==> src/rtl/ps2_key_decoder.sv <==
`timescale 1ns/1ps
// PS/2 keyboard receiver and key-event decoder with a FWFT event FIFO and arrow-key held state.
// Define PS2_TYPEMATIC_FILTER_EN to suppress repeated make codes while a key is held.
module ps2_key_decoder #(
  parameter int FILTER_LEN = 4,
  parameter int TIMEOUT    = 2500,
  parameter int FIFO_AW    = 2
) (
  input  logic       vga_clk,
  input  logic       reset,
  input  logic       ps2_clk,
  input  logic       ps2_data,
  output logic       ev_valid,
  input  logic       ev_ready,
  output logic [7:0] ev_code,
  output logic       ev_ext,
  output logic       ev_break,
  output logic [3:0] arrows,
  output logic       err_parity,
  output logic       err_frame,
  output logic       overflow
);

  localparam int DEPTH = 1 << FIFO_AW;
  localparam int TO_W  = $clog2(TIMEOUT + 1);
  localparam logic [3:0]      FLT_MAX = 4'(FILTER_LEN - 1);
  localparam logic [TO_W-1:0] TO_MAX  = TO_W'(TIMEOUT - 1);

  typedef enum logic [1:0] {IDLE, DATA, PARITY, STOP} state_t;

  logic             clk_s1_q, clk_s2_q, dat_s1_q, dat_s2_q;
  logic             flt_clk_q, flt_clk_d, flt_prev_q;
  logic [3:0]       flt_cnt_q, flt_cnt_d;
  logic             fall, timeout;
  state_t           state_q, state_d;
  logic [2:0]       bit_cnt_q, bit_cnt_d;
  logic [TO_W-1:0]  to_cnt_q, to_cnt_d;
  logic [7:0]       shift_q, shift_d, byte_q, byte_d;
  logic             par_q, par_d, good_q, good_d;
  logic             err_frame_q, err_frame_d, err_parity_q, err_parity_d;
  logic             ext_q, ext_d, brk_q, brk_d, emit, push;
  logic [3:0]       arrows_q, arrows_d;
  logic [FIFO_AW:0] wr_ptr_q, wr_ptr_d, rd_ptr_q, rd_ptr_d;
  logic             full, pop, wr_en, overflow_q, overflow_d;
  logic [9:0]       mem [DEPTH];
  logic [9:0]       head;
`ifdef PS2_TYPEMATIC_FILTER_EN
  logic [8:0]       last_q, last_d;
  logic             last_vld_q, last_vld_d;
`endif

  // Glitch filter: the filtered clock follows only after FILTER_LEN consecutive differing samples
  always_comb begin
    flt_clk_d = flt_clk_q;
    flt_cnt_d = 4'd0;
    if (clk_s2_q != flt_clk_q) begin
      if (flt_cnt_q == FLT_MAX) flt_clk_d = clk_s2_q;
      else                      flt_cnt_d = flt_cnt_q + 4'd1;
    end
  end

  assign fall    = flt_prev_q & ~flt_clk_q;
  assign timeout = (state_q != IDLE) && !fall && (to_cnt_q == TO_MAX);
  assign to_cnt_d = (state_q == IDLE || fall || timeout) ? '0 : to_cnt_q + TO_W'(1);

  always_ff @(posedge vga_clk) begin
    if (reset) state_q <= IDLE;
    else       state_q <= state_d;
  end

  always_comb begin
    state_d = state_q;
    if (timeout) state_d = IDLE;
    else if (fall) begin
      case (state_q)
        IDLE:    if (!dat_s2_q) state_d = DATA;
        DATA:    if (bit_cnt_q == 3'd7) state_d = PARITY;
        PARITY:  state_d = STOP;
        default: state_d = IDLE;
      endcase
    end
  end

  // Stop-bit errors take priority over parity errors
  always_comb begin
    bit_cnt_d    = bit_cnt_q;
    shift_d      = shift_q;
    par_d        = par_q;
    byte_d       = byte_q;
    good_d       = 1'b0;
    err_frame_d  = 1'b0;
    err_parity_d = 1'b0;
    if (timeout) err_frame_d = 1'b1;
    else if (fall) begin
      case (state_q)
        IDLE: begin
          if (dat_s2_q) err_frame_d = 1'b1;
          else          bit_cnt_d   = 3'd0;
        end
        DATA: begin
          shift_d   = {dat_s2_q, shift_q[7:1]};
          bit_cnt_d = bit_cnt_q + 3'd1;
        end
        PARITY: par_d = dat_s2_q;
        default: begin
          if (!dat_s2_q)                  err_frame_d  = 1'b1;
          else if (!(^{shift_q, par_q}))  err_parity_d = 1'b1;
          else begin
            good_d = 1'b1;
            byte_d = shift_q;
          end
        end
      endcase
    end
  end

  // Prefix folding and arrow held-state tracking
  always_comb begin
    ext_d    = ext_q;
    brk_d    = brk_q;
    arrows_d = arrows_q;
    emit     = 1'b0;
    if (err_frame_q || err_parity_q) begin
      ext_d = 1'b0;
      brk_d = 1'b0;
    end else if (good_q) begin
      if (byte_q == 8'hE0)      ext_d = 1'b1;
      else if (byte_q == 8'hF0) brk_d = 1'b1;
      else begin
        emit  = 1'b1;
        ext_d = 1'b0;
        brk_d = 1'b0;
      end
    end
    if (emit && ext_q) begin
      case (byte_q)
        8'h75:   arrows_d[3] = ~brk_q;
        8'h6B:   arrows_d[2] = ~brk_q;
        8'h72:   arrows_d[1] = ~brk_q;
        8'h74:   arrows_d[0] = ~brk_q;
        default: ;
      endcase
    end
  end

`ifdef PS2_TYPEMATIC_FILTER_EN
  always_comb begin
    last_d     = last_q;
    last_vld_d = last_vld_q;
    push       = emit;
    if (emit) begin
      if (brk_q) last_vld_d = 1'b0;
      else if (last_vld_q && last_q == {byte_q, ext_q}) push = 1'b0;
      else begin
        last_d     = {byte_q, ext_q};
        last_vld_d = 1'b1;
      end
    end
  end
`else
  assign push = emit;
`endif

  assign ev_valid = (wr_ptr_q != rd_ptr_q);
  assign full     = (wr_ptr_q[FIFO_AW] != rd_ptr_q[FIFO_AW]) &&
                    (wr_ptr_q[FIFO_AW-1:0] == rd_ptr_q[FIFO_AW-1:0]);
  assign pop        = ev_valid & ev_ready;
  assign wr_en      = push & (~full | pop);
  assign overflow_d = push & full & ~pop;
  assign wr_ptr_d   = wr_ptr_q + {{FIFO_AW{1'b0}}, wr_en};
  assign rd_ptr_d   = rd_ptr_q + {{FIFO_AW{1'b0}}, pop};
  assign head       = mem[rd_ptr_q[FIFO_AW-1:0]];
  assign ev_code    = ev_valid ? head[9:2] : 8'h00;
  assign ev_ext     = ev_valid & head[1];
  assign ev_break   = ev_valid & head[0];
  assign arrows     = arrows_q;
  assign err_frame  = err_frame_q;
  assign err_parity = err_parity_q;
  assign overflow   = overflow_q;

  always_ff @(posedge vga_clk) begin
    if (reset) begin
      clk_s1_q     <= 1'b1;
      clk_s2_q     <= 1'b1;
      dat_s1_q     <= 1'b1;
      dat_s2_q     <= 1'b1;
      flt_clk_q    <= 1'b1;
      flt_prev_q   <= 1'b1;
      flt_cnt_q    <= 4'd0;
      bit_cnt_q    <= 3'd0;
      to_cnt_q     <= '0;
      good_q       <= 1'b0;
      err_frame_q  <= 1'b0;
      err_parity_q <= 1'b0;
      ext_q        <= 1'b0;
      brk_q        <= 1'b0;
      arrows_q     <= 4'b0000;
      wr_ptr_q     <= '0;
      rd_ptr_q     <= '0;
      overflow_q   <= 1'b0;
    end else begin
      clk_s1_q     <= ps2_clk;
      clk_s2_q     <= clk_s1_q;
      dat_s1_q     <= ps2_data;
      dat_s2_q     <= dat_s1_q;
      flt_clk_q    <= flt_clk_d;
      flt_prev_q   <= flt_clk_q;
      flt_cnt_q    <= flt_cnt_d;
      bit_cnt_q    <= bit_cnt_d;
      to_cnt_q     <= to_cnt_d;
      good_q       <= good_d;
      err_frame_q  <= err_frame_d;
      err_parity_q <= err_parity_d;
      ext_q        <= ext_d;
      brk_q        <= brk_d;
      arrows_q     <= arrows_d;
      wr_ptr_q     <= wr_ptr_d;
      rd_ptr_q     <= rd_ptr_d;
      overflow_q   <= overflow_d;
    end
  end

`ifdef PS2_TYPEMATIC_FILTER_EN
  always_ff @(posedge vga_clk) begin
    if (reset) last_vld_q <= 1'b0;
    else       last_vld_q <= last_vld_d;
    last_q <= last_d;
  end
`endif

  always_ff @(posedge vga_clk) begin
    shift_q <= shift_d;
    par_q   <= par_d;
    byte_q  <= byte_d;
    if (wr_en) mem[wr_ptr_q[FIFO_AW-1:0]] <= {byte_q, ext_q, brk_q};
  end

endmodule

==> config.mk <==
export PLATFORM = sky130hd
export DESIGN_NAME = ps2_key_decoder
export DESIGN_NICKNAME = d
export VERILOG_FILES = /design/src/rtl/ps2_key_decoder.sv
export SDC_FILE = /design/constraint.sdc
export NUM_CORES = 1
export LEC_CHECK = 0
export CORE_UTILIZATION = 40
export CTS_BUF_LIST = sky130_fd_sc_hd__clkbuf_4 sky130_fd_sc_hd__clkbuf_8
export CTS_CLUSTER_DIAMETER = 50
export CTS_CLUSTER_SIZE = 14
export DETAILED_ROUTE_END_ITERATION = 8
export PLACE_DENSITY = 0.69
export SETUP_SLACK_MARGIN = 0.15
export SLEW_MARGIN = 10
export SYNTH_ARGS = -nofsm -noshare
export SYNTH_HDL_FRONTEND = slang
export SYNTH_SLANG_ARGS = --single-unit
==> constraint.sdc <==
create_clock -name vga_clk -period 5.4 [get_ports vga_clk]
set_input_delay 1.08 -clock vga_clk [delete_from_list [all_inputs] [get_ports vga_clk]]
set_output_delay 1.08 -clock vga_clk [all_outputs]
set_load 0.005 [all_outputs]
# Word-level counts from Yosys, hierarchy flattened
# Memories as Yosys holds them, arrays and structs flattened. A register that Yosys moved wholly into a read port is not among the register bits.
# Cells that the tools add are included.
# totals
out_inout_bits,18
memories,1
ramBits,40
wordCells,121
register_bits,60
# classes
eq_ne,18
addsub,5
reduce_logical,31
n_bitwise,18
n_mux,23
# memory_table
memory,words,width,read_ports,rd_ports_with_merged_regs,write_ports,line,source
mem,4,10,1,1,1,45,logic [9:0] mem [DEPTH];
# op_table
op,count
$eq 8x7->1 const B,4
$eq 8x8->1 const B,2
$mux 1,15
$reduce_and 2->1,7
$add 12x1->12 const B,1
$eq 12x12->1 const B,1
$not 1->1,10
$reduce_and 3->1,3
$reduce_xor 9->1,1
$mux 8,1
$reduce_or 2->1,4
$and 1x1->1,7
$reduce_or 7->1,1
$add 3x1->3,2
$mux 2,3
$ne 2x2->1 const B,3
$pmux 2 s3,1
$pmux 3 s2,1
$reduce_or 3->1,2
$reduce_and 5->1,1
$add 4x1->4 const B,1
$eq 4x2->1 const B,1
$logic_and 1x1->1,4
$reduce_and 4->1,1
14 further kinds,18

# Logic depth before layout (Yosys ltp)
# Gate-level depths: netlist of the first run.
# depth
word_depth,8
mapped_depth,8
depth_no_buf,8

# Least setup slack after synthesis of the first run
# No wires, ideal clock.
# synth_path
path_kind,input-to-reg
from,input port ev_ready
to,memory mem[2][0] (enable)
required_time_ns,5.008
t_arrival_ns,2.438
path_buffers,0
path_stages,3
setup_slack_ns,2.570
path_cell_list,or4b_1 -> or3b_1 -> nor3b_1
# synth_between
elab_chain_cells,5
# synth_rtl
element,line,source
start: declaration,14,"input logic ev_ready,"
$and 1x1->1,167,assign pop = ev_valid & ev_ready;
$or 1x1->1,168,assign wr_en = push & (~full | pop);
$and 1x1->1,168,
$mux 1,235,"if (wr_en) mem[wr_ptr_q[FIFO_AW-1:0]] <= {byte_q, ext_q, brk_q};"
$mux 1 (not written as such),235,
end: declaration,45,
# No other way between the ends.

# Final worst setup path of the first run
# layout_path
from,register rd_ptr_q[0]
to,output port ev_code[5]
# layout_between
elab_chain_cells,2
# layout_rtl
element,line,source
start: declaration,43,"logic [FIFO_AW:0] wr_ptr_q, wr_ptr_d, rd_ptr_q, rd_ptr_d;"
start signal: assignment,218,rd_ptr_q <= rd_ptr_d;
$ne 3x3->1,164,assign ev_valid = (wr_ptr_q != rd_ptr_q);
$mux 8,173,assign ev_code = ev_valid ? head[9:2] : 8'h00;
end: declaration,15,"output logic [7:0] ev_code,"
# No other way between the ends.

==> flow_summary.ini, run 1 <==
[run_status]
outcome = completed

[global_routing]
overflow = 0
antenna_found_initial = 0
grt_pass1_wl_um = 10200
track_usage_pct = 12.9
grt_max_degree = 29
first_global_vias = 2136

[route]
firstDrtPassIters = 4
drtIter0Drc = 48
ant_nets = 0
wire_per_inst_um = 13.4
num_vias = 2243
routed_wl_um = 6120
drc = 0
avgViaCountPerCell = 4.90

[final_layout]
utilization_pct = 46.8
diodes = 0
nNetsFinal = 338
layout-drive-gt1-share_pct = 11.7
syn_to_final_growth_pct = 14.0

[sta]
timing.fmax_mhz = 276
rsz0062_at_grt = false
drv_slew = 0
worst_slew_pin_slew_ns = 0.732
fin_crit_ns = 3.62
finalHoldViolations = 0
tns_ns = 0
relSlewSlack_pct = 51.1
skew_ns = 0.00971
setup_viol = 0
timing.final.crit_share_pct = 67.0

[synth]
synth_edf_count = 57
synth_ff_type = edfxtp_1
ys_seq_elements = 100
synth.yosys.seq_area_share_pct = 64.0
syn_area_per_cell_um2 = 13.7
synth_cell_types = 48
ys_warn_count = 0
syn_nets = 311
synthCells = 293
syn_area_um2 = 4020
async_flop_share_pct = 0

[hold_path]
hold_depth = 1
min_path_type = flip-flop to flip-flop

[power_and_ir_drop]
ir_drop_v = 0.000198
p_per_area_nw_per_um2 = 272
power.leakage_nw = 1.55

[job]
maxCapViolCount = 0

[worst_setup_path]
path_max_fanout = 12
crit_type = flip-flop to output port
r2r_start = rd_ptr_q[0]
critPathCaptureType = output port
rrSetupSlack_ns = 2.80
reg2reg_depth = 5
critPathArrivalTime_ns = 2.54
critPathCapture = ev_code[5]
r2r-end = mem[3][2]
start_kind = flip-flop
critPathLaunch = rd_ptr_q[0]
cp.required_ns = 4.32

[clocking]
clock-sinks = 100
post_cts_resized = 0
cts_buffer_depth = 2
cts_tree = done
clock_latency_ns = 0.36
clk_pin_slew_ns = 0.10
h-tree-depth = 3
hold_buffers = 0
cts_made_buffers = 9
clockRootBuffer = clkbuf_8
post-cts-setup-buffers = 0

[floorplanning]
die_w_um = 102
dieArea_um2 = 10400
die_h_um = 102
core_um2 = 9770
ioPinCount = 23
initial_core_util_pct = 41.1
std_cell_rows = 36

[placed_design]
gp_congestion = 0.735
port_buffers = 22
dp_hpwl_um = 4270
## sequential cells by signal, summed over array words and instances (netlist names), 3 cells and up
signal     cells
mem           40
wr_ptr_q       3
flt_cnt_q      4
shift_q        8
bit_cnt_q      3
to_cnt_q      12
rd_ptr_q       3
arrows         4
byte_q         8
## critical path, cell delays in order, from the launching register on
cell	delay [ns]
dfxtp_1	0.81
xor2_1	0.19
nor3_2	0.61
nor2b_1	0.11
clkdlybuf4s50_1	0.48
## worst min path at each step
stage | startpoint | end
floorplan | clk_s1_q | clk_s2_q
CTS | clk_s1_q | clk_s2_q
global placement | clk_s1_q | clk_s2_q
detailed placement | clk_s1_q | clk_s2_q
finish | clk_s1_q | clk_s2_q
global route | clk_s1_q | clk_s2_q
## power by group
part	internal, mW	leakage (nW)	switching, mW
Sequential	0.797	0.852	0.000969
Combinational	0.00501	0.608	0.00477
Clock	0.175	0.0921	0.263
## cell families after synthesis
logic type,synth area share [%]
buffers and inverters,1.74
adders and majority gates,4.05
xor gates and xnor gates,5.79
and+or+nand+nor,15.4
AOI/OAI and AO/OA,2.83
muxes,6.10
DFF,64.0
## layout by cell type, fill, tap and decap left out, drive strengths merged, types with 2 or more instances in the layout
cell and n:
nand4 3, dfxtp 43, clkdlybuf4s50 22, a31oi 2, nand3 8, mux2i 2
xnor2 9, nor2b 17, edfxtp 57, or4 2, and4 3, clkbuf 9
or2 6, clkinv 3, a21oi 5, or3 2, nor3 11, buf 4
nand3b 4, nor2 29, xor2 15, mux4 10, inv 10, a32oi 2
and2 5, nand2 7, nor3b 4, ha 13
## Yosys cell counts (2+ instances only)
cell	instances	area, um^2
mux4_2	10	225
ha_1	13	163
xor2_1	15	131
a21oi_1	5	25.0
nor3_1	10	50.1
nor2_1	29	109
and2_1	5	31.3
and4_1	3	26.3
a32oi_1	2	17.5
mux2i_1	2	20.0
inv_1	6	22.5
edfxtp_1	57	1710
nor3b_1	4	30.0
nand3_1	8	40.0
nand3b_1	4	30.0
nand4_1	3	18.8
or2_2	5	31.3
xnor2_1	9	78.8
a31oi_1	2	12.5
nand2_1	7	26.3
buf_2	2	10.0
or3_1	2	12.5
clkbuf_1	6	22.5
or4_1	2	15.0
nor2b_1	17	106
dfxtp_1	43	861
## per-layer routing
| layer | vias to the layer above | track usage (%) | wire (um) |
|---|---|---|---|
| met5 | - | 0 | 0 |
| met1 | 1082 | 15.9 | 2830 |
| met2 | 36 | 21.8 | 3030 |
| met4 | 0 | 3.74 | 34 |
| li1 | 1121 | - | - |
| met3 | 4 | 4.10 | 218 |
## area by class of cell
class	instances	area, um^2
multi-input cells	176	1380
fillers	863	5200
repair buffers	26	250
clock buffers	9	124
flip-flops and latches	100	2570
clock inverters	7	58.8
well taps	133	166
inverters	7	26.3
## per-stage QoR
| step | worst slack (ns) | instance area, um^2 | power (mW) | instances | hold WS (ns) |
|---|---|---|---|---|---|
| final | 1.78 | 4580 | 1.25 | 458 | 0.421 |
| after floorplan | 2.57 | 4020 | 0.821 | 293 | 0.389 |
| after global routing | 1.52 | 4580 | 1.29 | 458 | 0.435 |
| after detailed placement | 1.69 | 4390 | 0.826 | 442 | 0.397 |
| after CTS | 1.28 | 4570 | 1.26 | 458 | 0.421 |
| after global placement | 1.87 | 4390 | 0.825 | 442 | 0.393 |
Power figures use the tool's default switching activity.
==> inputs of run 2 (changes only) <==
--- a/config.mk
+++ b/config.mk
@@ -10,7 +10,7 @@
 export CTS_CLUSTER_DIAMETER = 50
 export CTS_CLUSTER_SIZE = 14
 export DETAILED_ROUTE_END_ITERATION = 8
-export PLACE_DENSITY = 0.69
+export PLACE_DENSITY = 0.71
 export SETUP_SLACK_MARGIN = 0.15
 export SLEW_MARGIN = 10
 export SYNTH_ARGS = -nofsm -noshare
==> constraint.sdc (replaced) <==
create_clock -name vga_clk -period 3.12 [get_ports vga_clk]
set_input_delay 0.624 -clock vga_clk [delete_from_list [all_inputs] [get_ports vga_clk]]
set_output_delay 0.624 -clock vga_clk [all_outputs]
set_load 0.005 [all_outputs]
==> run 2 against run 1 <==
  * Cell area rose by 0.25%
  * Sequential power rose by 73%
  * Hold slack got worse by 0.0018 ns
  * Via count rose by 0.58%
  * Critical path depth did not move
  * Largest cell class unchanged
  * Largest power group unchanged
  * Highest routed layer unchanged
==> flow_summary.ini, run 2 (same netlist as run 1, synthesis figures left out) <==
[run_status]
outcome = completed

[power_and_ir_drop]
p_per_area_nw_per_um2 = 464
ir_drop_v = 0.000273
power.leakage_nw = 1.56

[clocking]
cts_buffer_depth = 2
post-cts-setup-buffers = 0
cts_tree = done
cts_made_buffers = 9
clk_pin_slew_ns = 0.10
clock-sinks = 100
hold_buffers = 0
clock_latency_ns = 0.36
h-tree-depth = 3
clockRootBuffer = clkbuf_8

[floorplanning]
die_h_um = 102
initial_core_util_pct = 41.1
ioPinCount = 23
die_w_um = 102
std_cell_rows = 36
dieArea_um2 = 10400
core_um2 = 9770

[global_routing]
first_global_vias = 2187
overflow = 0
grt_pass1_wl_um = 10200
antenna_found_initial = 0
grt_max_degree = 28
track_usage_pct = 13.1

[final_layout]
final_cell_mix = edfxtp_1 (57), dfxtp_1 (42), nor2_1 (29)
fillers = 892
utilization_pct = 47.0
layout-drive-gt1-share_pct = 12.2
diodes = 0
largest_reg_flops = 40
nNetsFinal = 341
mostFrequentLayoutCell = edfxtp_1
syn_to_final_growth_pct = 14.2

[route]
wirelength_met1_um = 2770
avgViaCountPerCell = 4.89
wire_per_inst_um = 13.4
num_vias = 2256
routed_wl_um = 6160
met2_wirelength_um = 3100
drtIter0Drc = 67
drc = 0
routed.top_layer = met4
ant_nets = 0
firstDrtPassIters = 5
wl_met3_um = 198

[worst_setup_path]
path_buf_inv = 2
path_max_fanout = 10
crit_type = flip-flop to output port
path_cells = buf_4 > mux4_2 > nor2b_1 > clkdlybuf4s50_1
max_stage_delay_ns = 0.52
critPathArrivalTime_ns = 2.13
slowest_stage = mux4_2
cp.required_ns = 2.50
critPathTopFamily = buffers and inverters
critPathCaptureType = output port
start_kind = flip-flop

[sta]
timing.fmax_mhz = 363
setup_viol = 0
finalHoldViolations = 0
rsz0062_at_grt = false
timing.final.crit_share_pct = 88.4
drv_slew = 0
fin_crit_ns = 2.76
relSlewSlack_pct = 60.1
skew_ns = 0.0101
tns_ns = 0
worst_slew_pin_slew_ns = 0.597

[placed_design]
gp_congestion = 0.709
port_buffers = 22
dp_hpwl_um = 4270

[job]
maxCapViolCount = 0

[hold_path]
min_path_type = flip-flop to flip-flop
[run 2: through the flow]
| step | instance area [um^2] | cells | hold slack (ns) | power [mW] | setup slack [ns] |
|---|---|---|---|---|---|
| after floorplan | 4020 | 293 | 0.389 | 1.42 | 0.746 |
| after global placement | 4410 | 445 | 0.396 | 1.43 | 0.579 |
| after detailed placement | 4410 | 445 | 0.399 | 1.43 | 0.549 |
| after CTS | 4590 | 461 | 0.421 | 2.16 | 0.215 |
| after global routing | 4590 | 461 | 0.427 | 2.22 | 0.232 |
| final | 4590 | 461 | 0.419 | 2.13 | 0.362 |
[run 2: worst register-to-register path, stage by stage, from the launching register on]
cell,delay (ns)
dfxtp_2,0.54
xor2_1,0.21
or4b_1,0.16
or3b_1,0.42
inv_2,0.08
and3_1,0.46
[run 2: final timing paths]
kind,slack [ns],startpoint,cells after the start,endpoint
worst min register to register,0.42,dat_s1_q,1,dat_s2_q
worst min-delay path,0.42,dat_s1_q,1,dat_s2_q
worst max register to register,0.89,rd_ptr_q[1],5,mem[3][2]
worst max-delay path,0.36,rd_ptr_q[0],4,ev_code[1]
[run 2: where the power goes]
part,switching [mW],internal [mW],leakage [nW],total [mW]
registers,0.00173,1.38,0.852,1.38
logic,0.00824,0.00870,0.621,0.0169
clock network,0.439,0.295,0.0891,0.734
total,0.449,1.68,1.56,2.13
[run 2: what timing repair did]
| item | CTS | global route |
|---|---|---|
| endpoints found under the setup margin | 0 | 11 |
| resized for setup | 0 | 1 |
| hold endpoints to repair | 0 | 0 |
[run 2: area by class of cell]
cell class	instances	area [um^2]	share of cell area, %
flip-flops and latches	100	2570	56.1
multi-input cells	176	1380	30.0
repair buffers	29	273	5.94
well taps	133	166	3.63
clock buffers	9	124	2.70
clock inverters	7	51.3	1.12
inverters	7	26.3	0.573
[run 2: routing by layer]
| metal | GRT usage, % | vias up |
|---|---|---|
| met1 | 15.5 | 1088 |
| met3 | 4.17 | 8 |
| li1 | - | 1124 |
| met5 | 0 | - |
| met4 | 5.16 | 0 |
| met2 | 22.0 | 36 |
